===== src/rtl/router_pkt_framer.sv =====
// Source stage for the 1x3 router: buffers a whole payload, then frames it as
// header + payload + parity on din/pkt_valid, honouring busy, and reports status.
module router_pkt_framer #(
    parameter int ERR_WAIT   = 2,
    parameter bit CORRUPT_EN = 1'b1
) (
    input  logic       clock,
    input  logic       reset,
    input  logic       req_valid,
    output logic       req_ready,
    input  logic [1:0] req_addr,
    input  logic [5:0] req_len,
    input  logic       req_corrupt,
    output logic       req_reject,
    input  logic       pl_valid,
    input  logic [7:0] pl_data,
    output logic       pl_ready,
    output logic       pkt_valid,
    output logic [7:0] din,
    input  logic       busy,
    input  logic       error,
    output logic       done,
    output logic       done_err
);

    typedef enum logic [2:0] {
        IDLE,
        LOAD,
        HEADER,
        PAYLOAD,
        PARITY,
        WAIT_ERR
    } state_t;

    state_t      state;
    state_t      state_nxt;

    logic [7:0]  pl_mem [64];
    logic [1:0]  addr_q;
    logic [5:0]  len_q;
    logic        corrupt_q;
    logic [5:0]  wr_idx;
    logic [5:0]  rd_idx;
    logic [7:0]  parity;
    logic        err_sticky;
    logic [7:0]  wcnt;

    logic        req_bad;
    logic        last_wr;
    logic        wait_end;

    // Parity byte as driven to the router; bit0 flipped when corruption is requested.
    function automatic logic [7:0] parity_out(input logic [7:0] p, input logic c);
        return p ^ {7'b0, c & CORRUPT_EN};
    endfunction

    assign req_ready = (state == IDLE);
    assign pl_ready  = (state == LOAD);
    assign req_bad   = (req_addr == 2'd3) || (req_len == 6'd0);
    assign last_wr   = pl_valid && (wr_idx == len_q - 6'd1);
    assign wait_end  = (wcnt == 8'(ERR_WAIT - 1));

    always_ff @(posedge clock) begin
        if (reset) state <= IDLE;
        else       state <= state_nxt;
    end

    always_comb begin
        state_nxt = state;
        case (state)
            IDLE:     if (req_valid && !req_bad) state_nxt = LOAD;
            LOAD:     if (last_wr)               state_nxt = HEADER;
            HEADER:   if (!busy)                 state_nxt = PAYLOAD;
            PAYLOAD:  if (!busy && !(rd_idx < len_q)) state_nxt = PARITY;
            PARITY:   if (!busy)                 state_nxt = WAIT_ERR;
            WAIT_ERR: if (wait_end)              state_nxt = IDLE;
            default:                             state_nxt = IDLE;
        endcase
    end

    // Payload buffer is plain storage and carries no reset.
    always_ff @(posedge clock) begin
        if (state == LOAD && pl_valid) pl_mem[wr_idx] <= pl_data;
    end

    always_ff @(posedge clock) begin
        if (reset) begin
            pkt_valid  <= 1'b0;
            din        <= 8'h00;
            req_reject <= 1'b0;
            done       <= 1'b0;
            done_err   <= 1'b0;
            addr_q     <= 2'd0;
            len_q      <= 6'd0;
            corrupt_q  <= 1'b0;
            wr_idx     <= 6'd0;
            rd_idx     <= 6'd0;
            parity     <= 8'h00;
            err_sticky <= 1'b0;
            wcnt       <= 8'd0;
        end else begin
            req_reject <= 1'b0;
            done       <= 1'b0;
            done_err   <= 1'b0;
            case (state)
                IDLE: begin
                    if (req_valid) begin
                        if (req_bad) begin
                            req_reject <= 1'b1;
                        end else begin
                            addr_q    <= req_addr;
                            len_q     <= req_len;
                            corrupt_q <= req_corrupt;
                            parity    <= {req_len, req_addr};
                            wr_idx    <= 6'd0;
                        end
                    end
                end
                LOAD: begin
                    if (pl_valid) begin
                        parity <= parity ^ pl_data;
                        wr_idx <= wr_idx + 6'd1;
                        if (last_wr) begin
                            din       <= {len_q, addr_q};
                            pkt_valid <= 1'b1;
                        end
                    end
                end
                HEADER: begin
                    if (!busy) begin
                        din    <= pl_mem[0];
                        rd_idx <= 6'd1;
                    end
                end
                PAYLOAD: begin
                    if (!busy) begin
                        if (rd_idx < len_q) begin
                            din    <= pl_mem[rd_idx];
                            rd_idx <= rd_idx + 6'd1;
                        end else begin
                            din       <= parity_out(parity, corrupt_q);
                            pkt_valid <= 1'b0;
                        end
                    end
                end
                PARITY: begin
                    if (!busy) begin
                        din        <= 8'h00;
                        err_sticky <= 1'b0;
                        wcnt       <= 8'd0;
                    end
                end
                WAIT_ERR: begin
                    err_sticky <= err_sticky | error;
                    wcnt       <= wcnt + 8'd1;
                    if (wait_end) begin
                        done     <= 1'b1;
                        done_err <= err_sticky | error;
                    end
                end
                default: ;
            endcase
        end
    end

endmodule


===== config.mk =====
export PLATFORM = sky130hd
export DESIGN_NAME = router_pkt_framer
export DESIGN_NICKNAME = d
export VERILOG_FILES = /design/src/rtl/router_pkt_framer.sv
export SDC_FILE = /design/constraint.sdc
export NUM_CORES = 1
export LEC_CHECK = 0
export CORE_MARGIN = 2
export CORE_UTILIZATION = 65
export DETAILED_ROUTE_END_ITERATION = 6
export HOLD_SLACK_MARGIN = 0.03
export MAX_ROUTING_LAYER = met4
export PLACE_DENSITY = 0.86
export SYNTH_ARGS = -nofsm -noshare
export SYNTH_HDL_FRONTEND = slang
export SYNTH_SLANG_ARGS = --single-unit

===== constraint.sdc =====
create_clock -name clock -period 5.33 [get_ports clock]
set_clock_uncertainty 0.2 [all_clocks]
set_input_delay 1.066 -clock clock [delete_from_list [all_inputs] [get_ports clock]]
set_output_delay 1.066 -clock clock [all_outputs]
set_load 0.005 [all_outputs]

==> summary.txt, run 1 <==
Worst setup path
  • R2R cell count: 5
  • Reg2reg start: state[0]
  • Critical path class: flop to output pin
  • CP Max Fanout: 26
  • R2r setup slk: 780 ps
  • Crit end category: output pin
  • Worst endpoint required time: 4060 ps
  • Worst path arrival time: 3430 ps
  • Reg2reg end: pl_mem[29][5]
  • Startpoint type of the worst setup path: flop

Floorplan
  • Cell Rows: 69
  • Die area: 0.0373 mm2
  • Width of the die: 193 um
  • IO Pins: 37
  • Initial Utilization: 65.8%
  • Core Area: 0.0354 mm2
  • Die Height: 193 um

Drt
  • Final WL: 56400 um
  • Post-DR vias/cell: 6.94
  • DRC: 1
  • DR WL/cell: 28.0 um
  • Antenna-violating nets left: 0
  • Initial DRC count: 2234
  • DR vias: 13985
  • First-pass DRT Iterations: 7

Clocking
  • # hold bufs at CTS: 0
  • Post-CTS repair timing setup buffer count: 0
  • H-tree level count: 2
  • Later-pin clock latency in the skew report: 590 ps
  • Max Buffers Root-to-Sink: 3
  • CTS tree: done
  • Post-cts resize count: 0
  • Clock-pin slew on the worst setup and hold paths: 60 ps
  • TritonCTS Sinks: 571
  • CTS root buf: clkbuf_16
  • Total CTS buffers: 54

Logic synthesis
  • Mapped Nets: 1509
  • Count of cell types in the netlist: 57
  • Yosys warning total: 0
  • Synthesized flop and latch total: 571
  • Post-synth EDFFs: 512
  • Post-Syn Area: 0.0233 mm2
  • Asr flop ratio synth: 0%
  • Ys flop type: edfxtp_1
  • Syn Area/Cell: 15.8 um2
  • Seq/Total Area, Yosys: 71.1%
  • Synth Instances: 1476

Status
  • Failing checks: design-rule violations
  • Status: finished with violations

Placed design
  • DP Wirelength: 34700 um
  • PortBufs: 36
  • Placer Congestion: 0.907
  • Post-Place Cells: 1911
  • Placed cell areas: 0.0240 mm2

STA
  • Relative slew margins: 32.0%
  • Final Hold Vio Count: 0
  • Period utilization: 88.1%
  • Pins Over Slew Limit: 0
  • Slew @ Worst Pin: 1020 ps
  • Minimum clock period: 4700 ps
  • Total negative setup slack: 0 ps
  • Fmax: 213 MHz
  • RSZ-0062 raised after global routing: no
  • Final setup violation count: 0

Global route
  • First-pass GRT wire length: 84300 um
  • Vias in the first global route: 13481
  • Overall global routing resource usage: 30.9%
  • Total grt overflow: 0
  • Largest net degree at the start of global routing: 54
  • Antenna violations before repair: 0

Cells and area
  • Nets: 1539
  • Finished Cell Area: 0.0258 mm2
  • Share of layout cells above drive strength 1: 11.7%
  • Fin cells: 2014
  • Commonest cells after routing, fill and taps aside: edfxtp_1, mux2i_1, nor2_1
  • Commonest non-fill, non-tap cell in the layout: edfxtp_1
  • Synthesis-to-finish area growth: 10.7%

Power and ir drop
  • Max VDD drop: 259 uV
  • Pwr Total: 9.36 mW
  • Power Density: 363 mW/mm2
  • Leak: 7.84 nW

Flow run
  • Total of max-cap violations: 0

Hold path
  • Hold Path Stages: 2
  • Hold EP: pkt_valid
  • HP Class: flop to flop
  • Hold path start: pkt_valid
## flip-flops by register name (all words and copies together) (netlist names), named ones only
name	flops
pl_mem	512
din	8
parity	8
wcnt	8
len_q	6
rd_idx	6
wr_idx	6
state	3
addr_q	2
corrupt_q	1
done	1
done_err	1
err_sticky	1
pkt_valid	1
req_reject	1
## stage by stage
step	util (%)	setup WS [ps]	hold slack (ps)
floorplan	-	2730	234
global route	72.8	468	275
detailed placement	67.7	1020	260
finish	72.8	634	263
CTS	72.8	735	268
global placement	67.7	1240	245
## where the power goes
part	switching (mW)	internal (mW)
clock	1.63	2.28
sequential	0.0593	4.90
combinational	0.320	0.163
total	2.01	7.35
## cell type report
class                           count  area [um2]
Clock buffer                       69        1460
Antenna cell                        1        2.50
Multi-Input combinational cell    807        6250
Fill cell                        2044        9630
Tap cell                          461         577
Clock inverter                     33         358
Inverter                           11        41.3
Timing Repair Buffer               61         520
Sequential cell                   571       16600
## kinds of logic after synthesis
kind of cell    count (synthesis)  synth area share [%]
compound gates                240                  6.85
xor+xnor                       16                 0.602
fa+ha+maj                      10                 0.538
buf+inv                        98                  2.06
flops                         571                  71.1
mux                           234                  12.4
simple gates                  307                  6.37
## routing by layer
| metal | share of wire [%] | wire (um) | track usage [%] |
|---|---|---|---|
| met2 | 47 | 26600 | 47.2 |
| met1 | 38 | 21400 | 42.9 |
| met3 | 12 | 6670 | 5.94 |
| met5 | 0 | 0 | - |
| met4 | 3.0 | 1680 | 9.44 |
## critical path, cell delays in order, from the launching register on
cell and delay (ps):
dfxtp_1 780, inv_1 420, or3_1 790, inv_2 280
clkdlybuf4s50_1 560
## synth_stat cells (all sizes together), types with 2 or more instances
master,count,share of area (%)
nor4,14,0.38
a311oi,6,0.23
ha,10,0.54
mux2i,186,8.0
nor3b,9,0.29
o21bai,2,0.064
mux4,44,4.3
nand4,11,0.32
a211oi,4,0.13
nand2b,9,0.24
edfxtp,512,66
and3,2,0.054
clkbuf,42,0.68
a2111oi,4,0.25
a21o,10,0.32
buf,45,1.2
a221oi,2,0.075
nand3b,4,0.13
or2,4,0.11
a31oi,11,0.30
and2,2,0.054
nor2,139,2.2
o22ai,8,0.22
xor2,4,0.15
nor3,12,0.26
nand3,23,0.49
xnor2,12,0.45
or3,7,0.19
mux2,4,0.19
nor2b,15,0.40
a22oi,89,2.9
a21oi,71,1.5
o21ai,22,0.49
nand2,47,0.76
o211ai,4,0.13
nor4b,5,0.30
inv,11,0.18
dfxtp,59,5.1
## how the worst max path moves through the flow
stage	from	slack, ps	end	cells past startpoint
6_report	state[0]	630	pl_ready	4
4_1_cts	state[0]	730	pl_ready	4
3_3_place_gp	state[0]	1240	pl_mem[37][6]	5
3_5_place_dp	state[0]	1020	pl_mem[53][2]	5
5_1_grt	state[0]	470	pl_ready	4
2_1_floorplan	req_len[4]	2730	wr_idx[1]	6
Power figures use the tool's default switching activity.
==> run 2: changes to the inputs <==
CORE_UTILIZATION = 56   (was 65)
PLACE_DENSITY = 0.79   (was 0.86)
SKIP_LAST_GASP = 1   (was default)
clock period = 3.8 ns   (was 5.33 ns; I/O delays follow)
==> summary.txt, run 2 (synthesized netlist as in run 1, its figures left out) <==
Worst setup path
  • R2R cell count: 8 (+3)
  • Startpoint type of the worst setup path: flop
  • Crit end category: output pin
  • Worst endpoint required time: 2840 ps (-1220 ps)
  • Worst path arrival time: 2450 ps (-980 ps)
  • Critical path class: flop to output pin
  • Slowest CP cell: clkdlybuf4s50_1
  • R2r setup slk: 590 ps (-190 ps)
  • Worst stage delay on the critical path: 530 ps (-260 ps)
  • Reg2reg end: din[6]
  • Worst setup startpoint: state[0]
  • CP Cell Sequence: inv_1, or3_1, buf_4, inv_2, clkdlybuf4s50_1
  • CP Max Fanout: 26 (unchanged)

Hold path
  • Hold EP: pkt_valid
  • Hold Path Stages: 2 (unchanged)
  • Hold path start: pkt_valid
  • HP Class: flop to flop

STA
  • Final Hold Vio Count: 0 (unchanged)
  • Pins Over Slew Limit: 0 (unchanged)
  • Fmax: 293 MHz
  • Relative slew margins: 17.6% (-14 points)
  • Final setup violation count: 0 (unchanged)
  • RSZ-0062 raised after global routing: no
  • Minimum clock period: 3410 ps
  • Slew @ Worst Pin: 1240 ps (+218 ps)
  • Total negative setup slack: 0 ps (unchanged)
  • Period utilization: 89.8%

Clocking
  • H-tree level count: 2 (unchanged)
  • TritonCTS Sinks: 571 (unchanged)
  • # hold bufs at CTS: 0 (unchanged)
  • CTS tree: done
  • CTS root buf: clkbuf_16
  • Clock-pin slew on the worst setup and hold paths: 60 ps (about the same)
  • Later-pin clock latency in the skew report: 620 ps (+30 ps)
  • Post-CTS repair timing setup buffer count: 0 (unchanged)
  • Max Buffers Root-to-Sink: 3 (unchanged)
  • Total CTS buffers: 54 (unchanged)
  • Post-cts resize count: 0 (unchanged)

Placed design
  • Placer Congestion: 0.943 (+4.0%)
  • DP Wirelength: 35100 um (+1.0%)
  • PortBufs: 36 (unchanged)
  • Post-Place Cells: 2050 (+7.3%)
  • Placed cell areas: 0.0246 mm2 (+2.7%)

Status
  • Status: completed

Global route
  • Total grt overflow: 0 (unchanged)
  • First-pass GRT wire length: 82300 um (-2.4%)
  • Antenna violations before repair: 1 (+1)
  • Overall global routing resource usage: 26.2% (-4.7 points)
  • Vias in the first global route: 13281 (-1.5%)
  • Largest net degree at the start of global routing: 56 (+3.7%)

Power and ir drop
  • Leak: 8.23 nW (+4.9%)
  • Pwr Total: 13.2 mW (+41%)
  • Power Density: 499 mW/mm2 (+37%)
  • Max VDD drop: 327 uV (+26%)

Flow run
  • Total of max-cap violations: 0 (unchanged)

Cells and area
  • Commonest cells after routing, fill and taps aside: edfxtp_1, mux2i_1, nor2_1
  • Fin cells: 2152 (+6.9%)
  • Finished Cell Area: 0.0264 mm2 (+2.6%)
  • Commonest non-fill, non-tap cell in the layout: edfxtp_1
  • Synthesis-to-finish area growth: 13.6%
  • Most flops, register: pl_mem
  • Share of layout cells above drive strength 1: 15.4% (+3.8 points)
  • Max FFs per register: 512 (unchanged)
  • Nets: 1607 (+4.4%)

Floorplan
  • Width of the die: 208 um (+7.6%)
  • Die area: 0.0432 mm2 (+16%)
  • IO Pins: 37 (unchanged)
  • Core Area: 0.0409 mm2 (+16%)
  • Die Height: 208 um (+7.6%)
  • Cell Rows: 74 (+7.2%)
  • Initial Utilization: 56.9% (-8.9 points)

Drt
  • Post-DR vias/cell: 6.39 (-8.0%)
  • First-pass DRT Iterations: 6 (-1)
  • DR vias: 13745 (-1.7%)
  • DRC: 0 (-1)
  • Antenna-violating nets left: 0 (unchanged)
  • Final WL: 55400 um (-1.8%)
  • DR WL/cell: 25.7 um (-8.1%)
  • Initial DRC count: 1769 (-21%)
-- run 2: report_power, final --
part,leakage [nW],switching [mW],internal [mW]
Clock,0.902,2.28,3.26
Sequential,5.08,0.0626,6.88
Combinational,2.25,0.456,0.244
-- run 2: metrics by stage --
| stage | hold slack, ps | worst slack, ps | util [%] |
|---|---|---|---|
| after floorplan | 234 | 1310 | - |
| after CTS | 287 | 400 | 64.6 |
| final | 277 | 388 | 64.6 |
| after global placement | 245 | 692 | 60.1 |
| after detailed placement | 259 | 649 | 60.1 |
| after global routing | 312 | 279 | 64.6 |
-- run 2: area by class of cell --
type / instances / area, um2
fill: 2767 / 14500
tap: 532 / 666
inverter: 11 / 41.3
clock inverter: 37 / 427
sequential: 571 / 16600
timing repair buffer: 129 / 1080
antenna: 1 / 2.50
multi-input combinational: 807 / 6250
clock buffer: 64 / 1410
-- run 2: critical path: cells and delay by family, from the launching register on --
family / cells / cell delay [ps]
simple gates: 1 / 420
buf+inv: 4 / 1110
flops: 1 / 330
-- run 2: how the worst max path moves through the flow --
| stage | slack [ps] | depth (start not counted) | end |
|---|---|---|---|
| floorplan | 1310 | 8 | pl_mem[55][0] |
| global placement | 690 | 8 | din[6] |
| detailed placement | 650 | 8 | din[6] |
| CTS | 400 | 5 | pl_ready |
| global route | 280 | 5 | pl_ready |
| finish | 390 | 5 | pl_ready |
-- run 2: metal layers --
layer  part of all wire [%]  track usage [%]  vias up
met4                    2.9             8.41        0
met1                     41             36.2     6899
met5                      0                -        -
li1                       -                -     5981
met2                     47             39.1      761
met3                    9.9             5.82      104
==> run 3: changes to the inputs <==
SKIP_LAST_GASP = default   (was 1)
==> results of run 3 <==
Same layout as run 2: the final DEF is identical, and so are final timing and power.
